===== config.mk =====
export PLATFORM = sky130hd
export DESIGN_NAME = soc_bus_ctrl
export DESIGN_NICKNAME = d
export VERILOG_FILES = /design/src/rtl/soc_bus_pkg.sv /design/src/rtl/soc_bus_ctrl_clk_ce_gen.sv /design/src/rtl/soc_bus_ctrl.sv
export SDC_FILE = /design/constraint.sdc
export NUM_CORES = 1
export LEC_CHECK = 0
export BUFFER_PORTS_ARGS = -buffer_cell sky130_fd_sc_hd__buf_4
export CORE_ASPECT_RATIO = 1.2
export CORE_UTILIZATION = 52
export DETAILED_ROUTE_END_ITERATION = 7
export PLACE_DENSITY_LB_ADDON = 0.05
export SLEW_MARGIN = 0
export SYNTH_ARGS = -nofsm -noshare
export SYNTH_HDL_FRONTEND = slang
export SYNTH_SLANG_ARGS = --single-unit
export TNS_END_PERCENT = 100

===== constraint.sdc =====
create_clock -name clk -period 3.1 [get_ports clk]
set_clock_uncertainty 0.05 [all_clocks]
set_input_delay 0.465 -clock clk [delete_from_list [all_inputs] [get_ports clk]]
set_output_delay 0.465 -clock clk [all_outputs]
set_load 0.01 [all_outputs]

===== src/rtl/soc_bus_pkg.sv =====
// Shared widths, wait-FSM encodings and a packed-parameter field
// extractor for the 6502 SoC bus controller.
package soc_bus_pkg;

    localparam int AW = 16;
    localparam int DW = 8;
    localparam int WW = 4;
    localparam int MAXREG = 8;
    localparam int PW = MAXREG * AW;

    localparam logic S_IDLE = 1'b0;
    localparam logic S_WAIT = 1'b1;

    // Field k of width w (w <= 16) from a zero-extended packed vector
    function automatic logic [AW-1:0] get_field(
        input logic [PW-1:0] v,
        input int            k,
        input int            w
    );
        logic [PW-1:0] s;
        s = v >> (k * w);
        return s[AW-1:0] & AW'((32'h1 << w) - 32'h1);
    endfunction

endpackage


===== src/rtl/soc_bus_ctrl_clk_ce_gen.sv =====
// CPU clock-enable divider and the post-reset CPU reset sequencer.
// cpu_reset is held for RESET_DEL+1 cpu_ce ticks after reset_n rises.
module clk_ce_gen #(
    parameter int CLKDIV    = 50000,
    parameter int RESET_DEL = 2
) (
    input  logic clk,
    input  logic reset_n,
    output logic cpu_ce,
    output logic cpu_reset
);

    localparam int CW = (CLKDIV > 1) ? $clog2(CLKDIV) : 1;
    localparam int RW = $clog2(RESET_DEL + 1) + 1;
    localparam logic [CW-1:0] DIV_TOP = CW'(CLKDIV - 1);
    localparam logic [RW-1:0] DEL_TOP = RW'(RESET_DEL);

    logic [CW-1:0] r_div;
    logic [RW-1:0] r_rst_cnt;
    logic          r_cpu_reset;
    logic          w_ce;

    // With CLKDIV=1 the counter never leaves 0, so the enable is constant
    assign w_ce = (r_div == DIV_TOP);

    always_ff @(posedge clk or negedge reset_n) begin
        if (!reset_n) begin
            r_div <= '0;
        end else if (w_ce) begin
            r_div <= '0;
        end else begin
            r_div <= r_div + 1'b1;
        end
    end

    always_ff @(posedge clk or negedge reset_n) begin
        if (!reset_n) begin
            r_rst_cnt   <= '0;
            r_cpu_reset <= 1'b1;
        end else if (w_ce && r_cpu_reset) begin
            if (r_rst_cnt == DEL_TOP) begin
                r_cpu_reset <= 1'b0;
            end else begin
                r_rst_cnt <= r_rst_cnt + 1'b1;
            end
        end
    end

    assign cpu_ce    = w_ce;
    assign cpu_reset = r_cpu_reset;

endmodule


===== src/rtl/soc_bus_ctrl.sv =====
// 6502 SoC bus controller: region decode, RDY wait states,
// registered read select, read-data mux and unmapped-access flag.
module soc_bus_ctrl
    import soc_bus_pkg::*;
#(
    parameter int NREG      = 4,
    parameter int CLKDIV    = 50000,
    parameter int RESET_DEL = 2,
    parameter logic [NREG*16-1:0] BASE =
        {16'hCC20, 16'hCC10, 16'hFFFC, 16'hAA00},
    parameter logic [NREG*16-1:0] MASK =
        {16'hFFFE, 16'hFFFF, 16'hFFFC, 16'hFE00},
    parameter logic [NREG*4-1:0]  WAIT =
        {4'd2, 4'd0, 4'd0, 4'd1}
) (
    input  logic              clk,
    input  logic              reset_n,
    input  logic [AW-1:0]     ab,
    input  logic              we,
    input  logic [NREG*DW-1:0] di_bus,
    input  logic              err_clr,
    output logic              cpu_ce,
    output logic              cpu_reset,
    output logic              rdy,
    output logic [NREG-1:0]   cs,
    output logic [NREG-1:0]   rd_sel,
    output logic [DW-1:0]     di,
    output logic              bus_err
);

    localparam logic [PW-1:0] BASE_X = PW'(BASE);
    localparam logic [PW-1:0] MASK_X = PW'(MASK);
    localparam logic [PW-1:0] WAIT_X = PW'(WAIT);

    logic            w_ce;
    logic            w_cpu_reset;
    logic [NREG-1:0] w_cs;
    logic [WW-1:0]   w_wait;
    logic            w_need_wait;
    logic            r_state;
    logic            w_state_nxt;
    logic [WW-1:0]   r_wcnt;
    logic [WW-1:0]   w_wcnt_nxt;
    logic            w_rdy;
    logic [NREG-1:0] r_rd_sel;
    logic            r_bus_err;
    logic [DW-1:0]   w_di;

    clk_ce_gen #(
        .CLKDIV    (CLKDIV),
        .RESET_DEL (RESET_DEL)
    ) u_ce (
        .clk       (clk),
        .reset_n   (reset_n),
        .cpu_ce    (w_ce),
        .cpu_reset (w_cpu_reset)
    );

    // Scan high to low so the lowest-index hit wins on overlap
    always_comb begin
        w_cs   = '0;
        w_wait = '0;
        for (int k = NREG - 1; k >= 0; k--) begin
            if ((ab & get_field(MASK_X, k, AW)) == get_field(BASE_X, k, AW)) begin
                w_cs    = '0;
                w_cs[k] = 1'b1;
                w_wait  = WW'(get_field(WAIT_X, k, WW));
            end
        end
    end

    assign w_need_wait = (|w_cs) && (w_wait != '0) && !w_cpu_reset;

    always_ff @(posedge clk or negedge reset_n) begin
        if (!reset_n) begin
            r_state <= S_IDLE;
            r_wcnt  <= '0;
        end else begin
            r_state <= w_state_nxt;
            r_wcnt  <= w_wcnt_nxt;
        end
    end

    always_comb begin
        w_state_nxt = r_state;
        w_wcnt_nxt  = r_wcnt;
        if (w_ce) begin
            unique case (r_state)
                S_IDLE: begin
                    if (w_need_wait) begin
                        w_state_nxt = S_WAIT;
                        w_wcnt_nxt  = w_wait - 1'b1;
                    end
                end
                S_WAIT: begin
                    if (r_wcnt != '0) begin
                        w_wcnt_nxt = r_wcnt - 1'b1;
                    end else begin
                        w_state_nxt = S_IDLE;
                    end
                end
                default: w_state_nxt = S_IDLE;
            endcase
        end
    end

    always_comb begin
        w_rdy = 1'b1;
        unique case (r_state)
            S_IDLE:  w_rdy = !w_need_wait;
            S_WAIT:  w_rdy = (r_wcnt == '0);
            default: w_rdy = 1'b1;
        endcase
    end

    always_ff @(posedge clk or negedge reset_n) begin
        if (!reset_n) begin
            r_rd_sel <= '0;
        end else if (w_ce && w_rdy) begin
            r_rd_sel <= w_cs & {NREG{~we}};
        end
    end

    // A miss in the same cycle takes priority over err_clr
    always_ff @(posedge clk or negedge reset_n) begin
        if (!reset_n) begin
            r_bus_err <= 1'b0;
        end else if (w_ce && w_rdy && (w_cs == '0) && !w_cpu_reset) begin
            r_bus_err <= 1'b1;
        end else if (err_clr) begin
            r_bus_err <= 1'b0;
        end
    end

    always_comb begin
        w_di = '0;
        for (int k = 0; k < NREG; k++) begin
            w_di = w_di | (di_bus[k*DW +: DW] & {DW{r_rd_sel[k]}});
        end
    end

    assign cpu_ce    = w_ce;
    assign cpu_reset = w_cpu_reset;
    assign rdy       = w_rdy;
    assign cs        = w_cs;
    assign rd_sel    = r_rd_sel;
    assign di        = w_di;
    assign bus_err   = r_bus_err;

endmodule

Yosys cells after proc, flatten, opt, wreduce, memory -nomap -nowiden
Cells that the tools add are included.
{"block": "totals", "word_cells": 65, "out_inout_bits": 20, "ramBits": 0, "mem_count": 0, "latch_bits": 0, "ff_bits": 30, "mem_bits_ro": 0, "in_bits": 52}
{"block": "op_classes", "magnitude_cmp": 0, "n_mul": 0, "n_bitwise": 11, "reduce_logical": 17, "n_addsub": 4, "div_mod_pow": 0, "n_eq_ne": 8, "n_mux": 18, "shift": 0}
{"op": "8-bit AND", "count": 4}
{"op": "16-bit equality test, second input constant", "count": 2}
{"op": "4-bit 2-to-1 mux", "count": 7}
{"op": "8-bit OR", "count": 3}
{"op": "16-bit by 1-bit adder with 16-bit output, second input constant", "count": 1}
{"op": "16-bit 2-to-1 mux", "count": 1}
{"op": "15-bit equality test, second input constant", "count": 1}
{"op": "14-bit equality test, second input constant", "count": 1}
{"op": "4-bit zero test", "count": 2}
{"op": "4-bit one-hot mux with 2 select lines", "count": 1}
{"op": "4-bit nonzero test", "count": 2}
{"op": "4-bit by 1-bit subtractor with 4-bit output, second input constant", "count": 2}
{"op": "7-bit equality test, second input constant", "count": 1}
{"op": "1-bit logical AND", "count": 6}
{"op": "2-bit 2-to-1 mux", "count": 3}
{"op": "4-bit AND", "count": 1}
{"op": "1-bit 2-to-1 mux", "count": 4}
{"op": "1-bit one-hot mux with 2 select lines", "count": 2}
{"op": "2-bit AND reduction", "count": 2}
{"op": "4-bit OR reduction", "count": 1}
{"op": "3-bit by 1-bit adder with 3-bit output, second input constant", "count": 1}
{"op": "3-bit by 2-bit equality test with 1-bit output, second input constant", "count": 1}
{"op": "1-bit inverter", "count": 3}
{"op": "3-bit AND reduction", "count": 1}
{"op": "4 further kinds", "count": 5}

Longest topological paths before layout
{"block": "logic_depth", "depth_word": 14, "mapped_depth": 9, "mapped_depth_nobuf": 8}

Cells and area by module
From an unflattened synthesis, not the netlist that was laid out.
{"block": "unflattened", "hier_cells": 194, "area_unflattened_um2": 1919.3}
{"module": "clk_ce_gen", "area_each_um2": 1006.0, "instances": 1, "cells_each": 91, "seq_area_each_um2": 501.7}
{"module": "soc_bus_ctrl", "area_each_um2": 913.4, "instances": 1, "cells_each": 103, "seq_area_each_um2": 250.2}

Worst setup path after synthesis
OpenSTA, ideal clock, no wires.
{"block": "synth_path", "path_kind": "input port to flip-flop", "startpoint": "input port ab[2]", "endpoint": "register r_rd_sel[3], in the netlist rd_sel[3]", "setup_time_ns": 0.125, "required_ns": 2.925, "slack_ns": 0.870, "path_buffers": 0, "path_stages": 5, "t_arrival_ns": 2.054, "cell_sequence": "nor4_1 -> nand4_2 -> a2111oi_4 -> or2_4 -> mux2_4"}
{"block": "synth_via", "elab_chain_cells": 11, "elab_cells_between_ends": 19, "classes_between": "eq/ne (3); mux (9); bitwise (1); reduce/logical (6)"}
{"item": "from (decl)", "line": "soc_bus_ctrl.sv:18", "rtl": "input logic [AW-1:0] ab,"}
{"item": "15-bit equality test", "line": "soc_bus_ctrl.sv:64", "rtl": "if ((ab & get_field(MASK_X, k, AW)) == get_field(BASE_X, k, AW)) begin"}
{"item": "4-bit 2-to-1 mux / 2-bit 2-to-1 mux (equally long branches) (3 in a row)", "line": "soc_bus_ctrl.sv:64"}
{"item": "4-bit 2-to-1 mux", "line": "soc_bus_ctrl.sv:64"}
{"item": "4-bit OR reduction / 4-bit nonzero test (equally long branches)", "line": "soc_bus_ctrl.sv:72", "rtl": "assign w_need_wait = (|w_cs) && (w_wait != '0) && !w_cpu_reset;"}
{"item": "1-bit logical AND (2 in a row)", "line": "soc_bus_ctrl.sv:72"}
{"item": "1-bit zero test", "line": "soc_bus_ctrl.sv:110", "rtl": "S_IDLE: w_rdy = !w_need_wait;"}
{"item": "1-bit one-hot mux with 2 select lines", "line": "soc_bus_ctrl.sv:109", "rtl": "unique case (r_state)"}
{"item": "1-bit logical AND", "line": "soc_bus_ctrl.sv:119", "rtl": "end else if (w_ce && w_rdy) begin"}
{"item": "to (signal assigned)", "line": "soc_bus_ctrl.sv:120", "rtl": "r_rd_sel <= w_cs & {NREG{~we}};"}
{"item": "to (decl)", "line": "soc_bus_ctrl.sv:45", "rtl": "logic [NREG-1:0] r_rd_sel;"}
Parallel ways exist; a longest one is shown, timed or not.
A chain may end at the register's enable or synchronous reset.

Worst setup path after layout
{"block": "layout_path", "startpoint": "input port ab[2]", "endpoint": "output port rdy"}
{"block": "layout_via", "elab_chain_cells": 10, "elab_cells_between_ends": 17, "classes_between": "eq/ne (3); mux (9); reduce/logical (5)"}
{"item": "15-bit equality test", "line": "soc_bus_ctrl.sv:64"}
{"item": "4-bit 2-to-1 mux / 2-bit 2-to-1 mux (equally long branches) (3 in a row)", "line": "soc_bus_ctrl.sv:64"}
{"item": "4-bit 2-to-1 mux", "line": "soc_bus_ctrl.sv:64"}
{"item": "4-bit OR reduction / 4-bit nonzero test (equally long branches)", "line": "soc_bus_ctrl.sv:72"}
{"item": "1-bit logical AND * (2 in a row)", "line": "soc_bus_ctrl.sv:72"}
{"item": "1-bit zero test *", "line": "soc_bus_ctrl.sv:110"}
{"item": "1-bit one-hot mux with 2 select lines *", "line": "soc_bus_ctrl.sv:109"}
{"item": "to (decl)", "line": "soc_bus_ctrl.sv:24", "rtl": "output logic rdy,"}
Every way passes the cells marked *; elsewhere a longest branch is shown, timed or not.

==> impl_results.md <==
- Hold Crit Endpoint: bus_err$_DFFE_PN0P_
- Setup Buffers After CTS: 0
- Syn Nets: 240
- Slew Limit Fails: 0
- Vias in the first global route: 1506
- R2r endpoint: r_wcnt[2]$_DFFE_PN0P_
- Mapped Area: 0.00176 mm^2
- Placed Instance Area: 0.00232 mm^2
- Die W: 55.1 um
- Post-synthesis cell count: 184
- Starting Density: 56.1%
- Largest area contributor in the netlist: dfrtp_1
- GP Congestion: 0.811
- Setup tns final: 0 ps
- Via/cell ratio: 5.64
- CTS tree: done
- Worst Path Required: 2580 ps
- Slowest cell on crit path: a2111oi_4
- DP HPWL: 3100 um
- # Max-Cap Violations: 0
- Number of synthesized flops with an enable pin: 0
- Min Hold Slack: 257 ps
- WP data arrival: 2140 ps
- 1st-iter DRT viols: 36
- CTS Hold Bufs: 1
- Tmin final: 2650 ps
- Top_reg_cell synth: dfrtp_1
- CP endpoint kind: primary output
- Area grow syn2layout: 35.6%
- Antenna cells: 0
- Design area: 0.00239 mm^2
- Synth Register Bits: 30
- CTS resizes: 0
- Avg Cell Area, Syn: 9.56 um^2
- Initial DRT Pass Iterations: 4
- Ratio of cells with drive above 1 in the final layout: 35.3%
- Buffers on Ports: 71
- Final Setup Violations: 0
- WHS Path Cells: 2
- Worst-margin pin slew: 465 ps
- Unique masters post-synth: 45
- Die ar.: 0.00362 mm^2
- Pwr dens: 296 mW/mm^2
- Clk Latency, worst-skew pair: 340 ps
- IO Pins: 72
- Via count: 1658
- WL final: 4170 um
- Initial antenna violation count: 0
- CTS HTree Levels: 2
- VDD IR max: 0.000296 V
- Layout Cells excl Fill: 294
- Drt wl/cell: 14.2 um
- Largest net degree at the start of global routing: 31
- Worst Setup Start Kind: input port
- CTS max path bufs: 2
- CP Class: input port to primary output
- Seq/Total Area, Yosys: 42.7%
- Most frequent CP cell: buf_4
- Total track usage: 24.1%
- Yosys warns: 0
- Remaining DRCs: 0
- Die extent in y: 65.7 um
- Synth top area cells: dfrtp_1 (41%), a22oi_1 (6.8%), xor2_1 (4.5%), nor2_1 (3.8%), nand2_1 (3.4%)
- Post-DRT Antenna Nets: 0
- CTS Sinks: 30
- CTS buffer count: 5
- Total congestion overflow: 0
- Hold Violations, Final: 0
- Crit path buffers/inverters: 2
- Row count: 22
- DP Cell Count: 285
- Top-area cell type share of the netlist area: 41.3%
- RSZ-0062 raised after global routing: no
- Post-synth ARST share: 100%
- CP cell instances: buf_4, nor4_1, nand4_2, a2111oi_4, nor2_1, buf_4
- Fmax: 377 MHz
- Status: complete, no violations
- Clk Tree Root Cell: clkbuf_4
- Worst reg-to-reg setup slack: 860 ps
- Final net count: 313
- First-pass GRT wire length: 6130 um
- Pleak: 1.21 nW
- Worst r2r path cells: 6
- Critical R2R Launch: u_ce.r_div[11]$_DFF_PN0_
- CORE AREA: 0.00314 mm^2
- Crit Path Max Fanout: 7
- Relative slew slack: 68.7%
- Fin crit share: 85.5%
- CP max stage delay: 580 ps
- Worst path top cell family by delay: simple AND/OR/NAND/NOR gates
- Hold WC Path Type: input port to flip-flop
- Hold Crit Start: err_clr
- Clk slew on worst S/H paths: 100 ps
-- area by class of cell --
cell class,count,area (um^2)
clock buffer,7,55.1
clock inverter,1,5.00
fill,245,752
inverter,9,33.8
multi-input combinational,137,937
sequential,30,752
tap,36,45.0
timing repair buffer,74,558
-- worst register-to-register path, cell delays in order (launching register included) --
cell and delay [ps]:
dfrtp_1 430, or4_1 560, nor4_2 330, buf_4 290
a21oi_1 100, a41o_1 210, nor3_1 190
-- power breakdown --
group | switching [mW] | internal [mW] | total, mW
clock network | 0.138 | 0.110 | 0.247
logic | 0.0229 | 0.0446 | 0.0676
registers | 0.000137 | 0.391 | 0.391
-- cell families after synthesis --
group           share of synthesized area (%)
xor+xnor                                 7.47
mux                                      2.28
fa+ha+maj                                2.85
simple gates                             25.0
compound gates                           15.6
buf+inv                                  3.98
flops                                    42.7
-- routing by layer --
metal | vias to the layer above | part of all wire (%) | wire length [um] | track usage, %
li1 | 813 | - | - | -
met1 | 777 | 41 | 1690 | 27.2
met2 | 61 | 47 | 1940 | 39.2
met3 | 7 | 11 | 451 | 6.94
met4 | 0 | 2.1 | 86 | 13.4
met5 | - | 0 | 0 | 0
-- registers in the layout, summed over array words and instances (netlist names) --
name	cells
u_ce.r_rst_cnt	3
u_ce.r_div	16
u_ce.cpu_reset	1
r_state	1
r_wcnt	4
bus_err	1
rd_sel	4
-- cells in the final DEF (no fill, tap or decap), drive strengths merged, types with 2 or more instances in the layout --
| master | n |
|---|---|
| buf | 73 |
| dfrtp | 29 |
| nor2 | 18 |
| nand2 | 16 |
| a22oi | 16 |
| nand3 | 10 |
| xor2 | 9 |
| inv | 9 |
| o21ai | 8 |
| nand4 | 7 |
| clkbuf | 7 |
| xnor2 | 6 |
| nor3 | 5 |
| ha | 4 |
| nor4 | 4 |
| or4 | 3 |
| a21oi | 3 |
| nand2b | 3 |
| and3 | 2 |
| nor4b | 2 |
| mux2 | 2 |
-- cell usage after synthesis (2+ instances only) --
library cell,number
dfrtp_1,29
nor2_1,18
a22oi_1,16
nand2_1,16
nand3_1,10
inv_1,9
xor2_1,9
o21ai_0,7
nand4_1,6
xnor2_1,6
clkbuf_1,5
nor3_1,5
ha_1,4
a21oi_1,3
nand2b_1,3
or4_1,3
and3_1,2
buf_2,2
mux2_4,2
nor4_1,2
nor4_2,2
nor4b_1,2
-- per-stage QoR --
step | power (mW) | worst slack, ps | utilization [%]
3_5_place_dp | 0.466 | 483 | 73.8
6_report | 0.706 | 448 | 76.0
3_3_place_gp | 0.465 | 516 | 73.8
4_1_cts | 0.719 | 438 | 76.0
2_1_floorplan | 0.405 | 870 | -
5_1_grt | 0.733 | 344 | 76.0
-- worst max path at each step --
stage | from | endpoint | cells after the start
finish | ab[2] | rdy | 6
global route | ab[2] | rdy | 6
CTS | u_ce.r_div[11]$_DFF_PN0_ | cpu_ce | 4
detailed placement | ab[2] | rdy | 6
global placement | ab[2] | rdy | 6
floorplan | ab[2] | rd_sel[3]$_DFFE_PN0P_ | 5
Power figures use the tool's default switching activity.
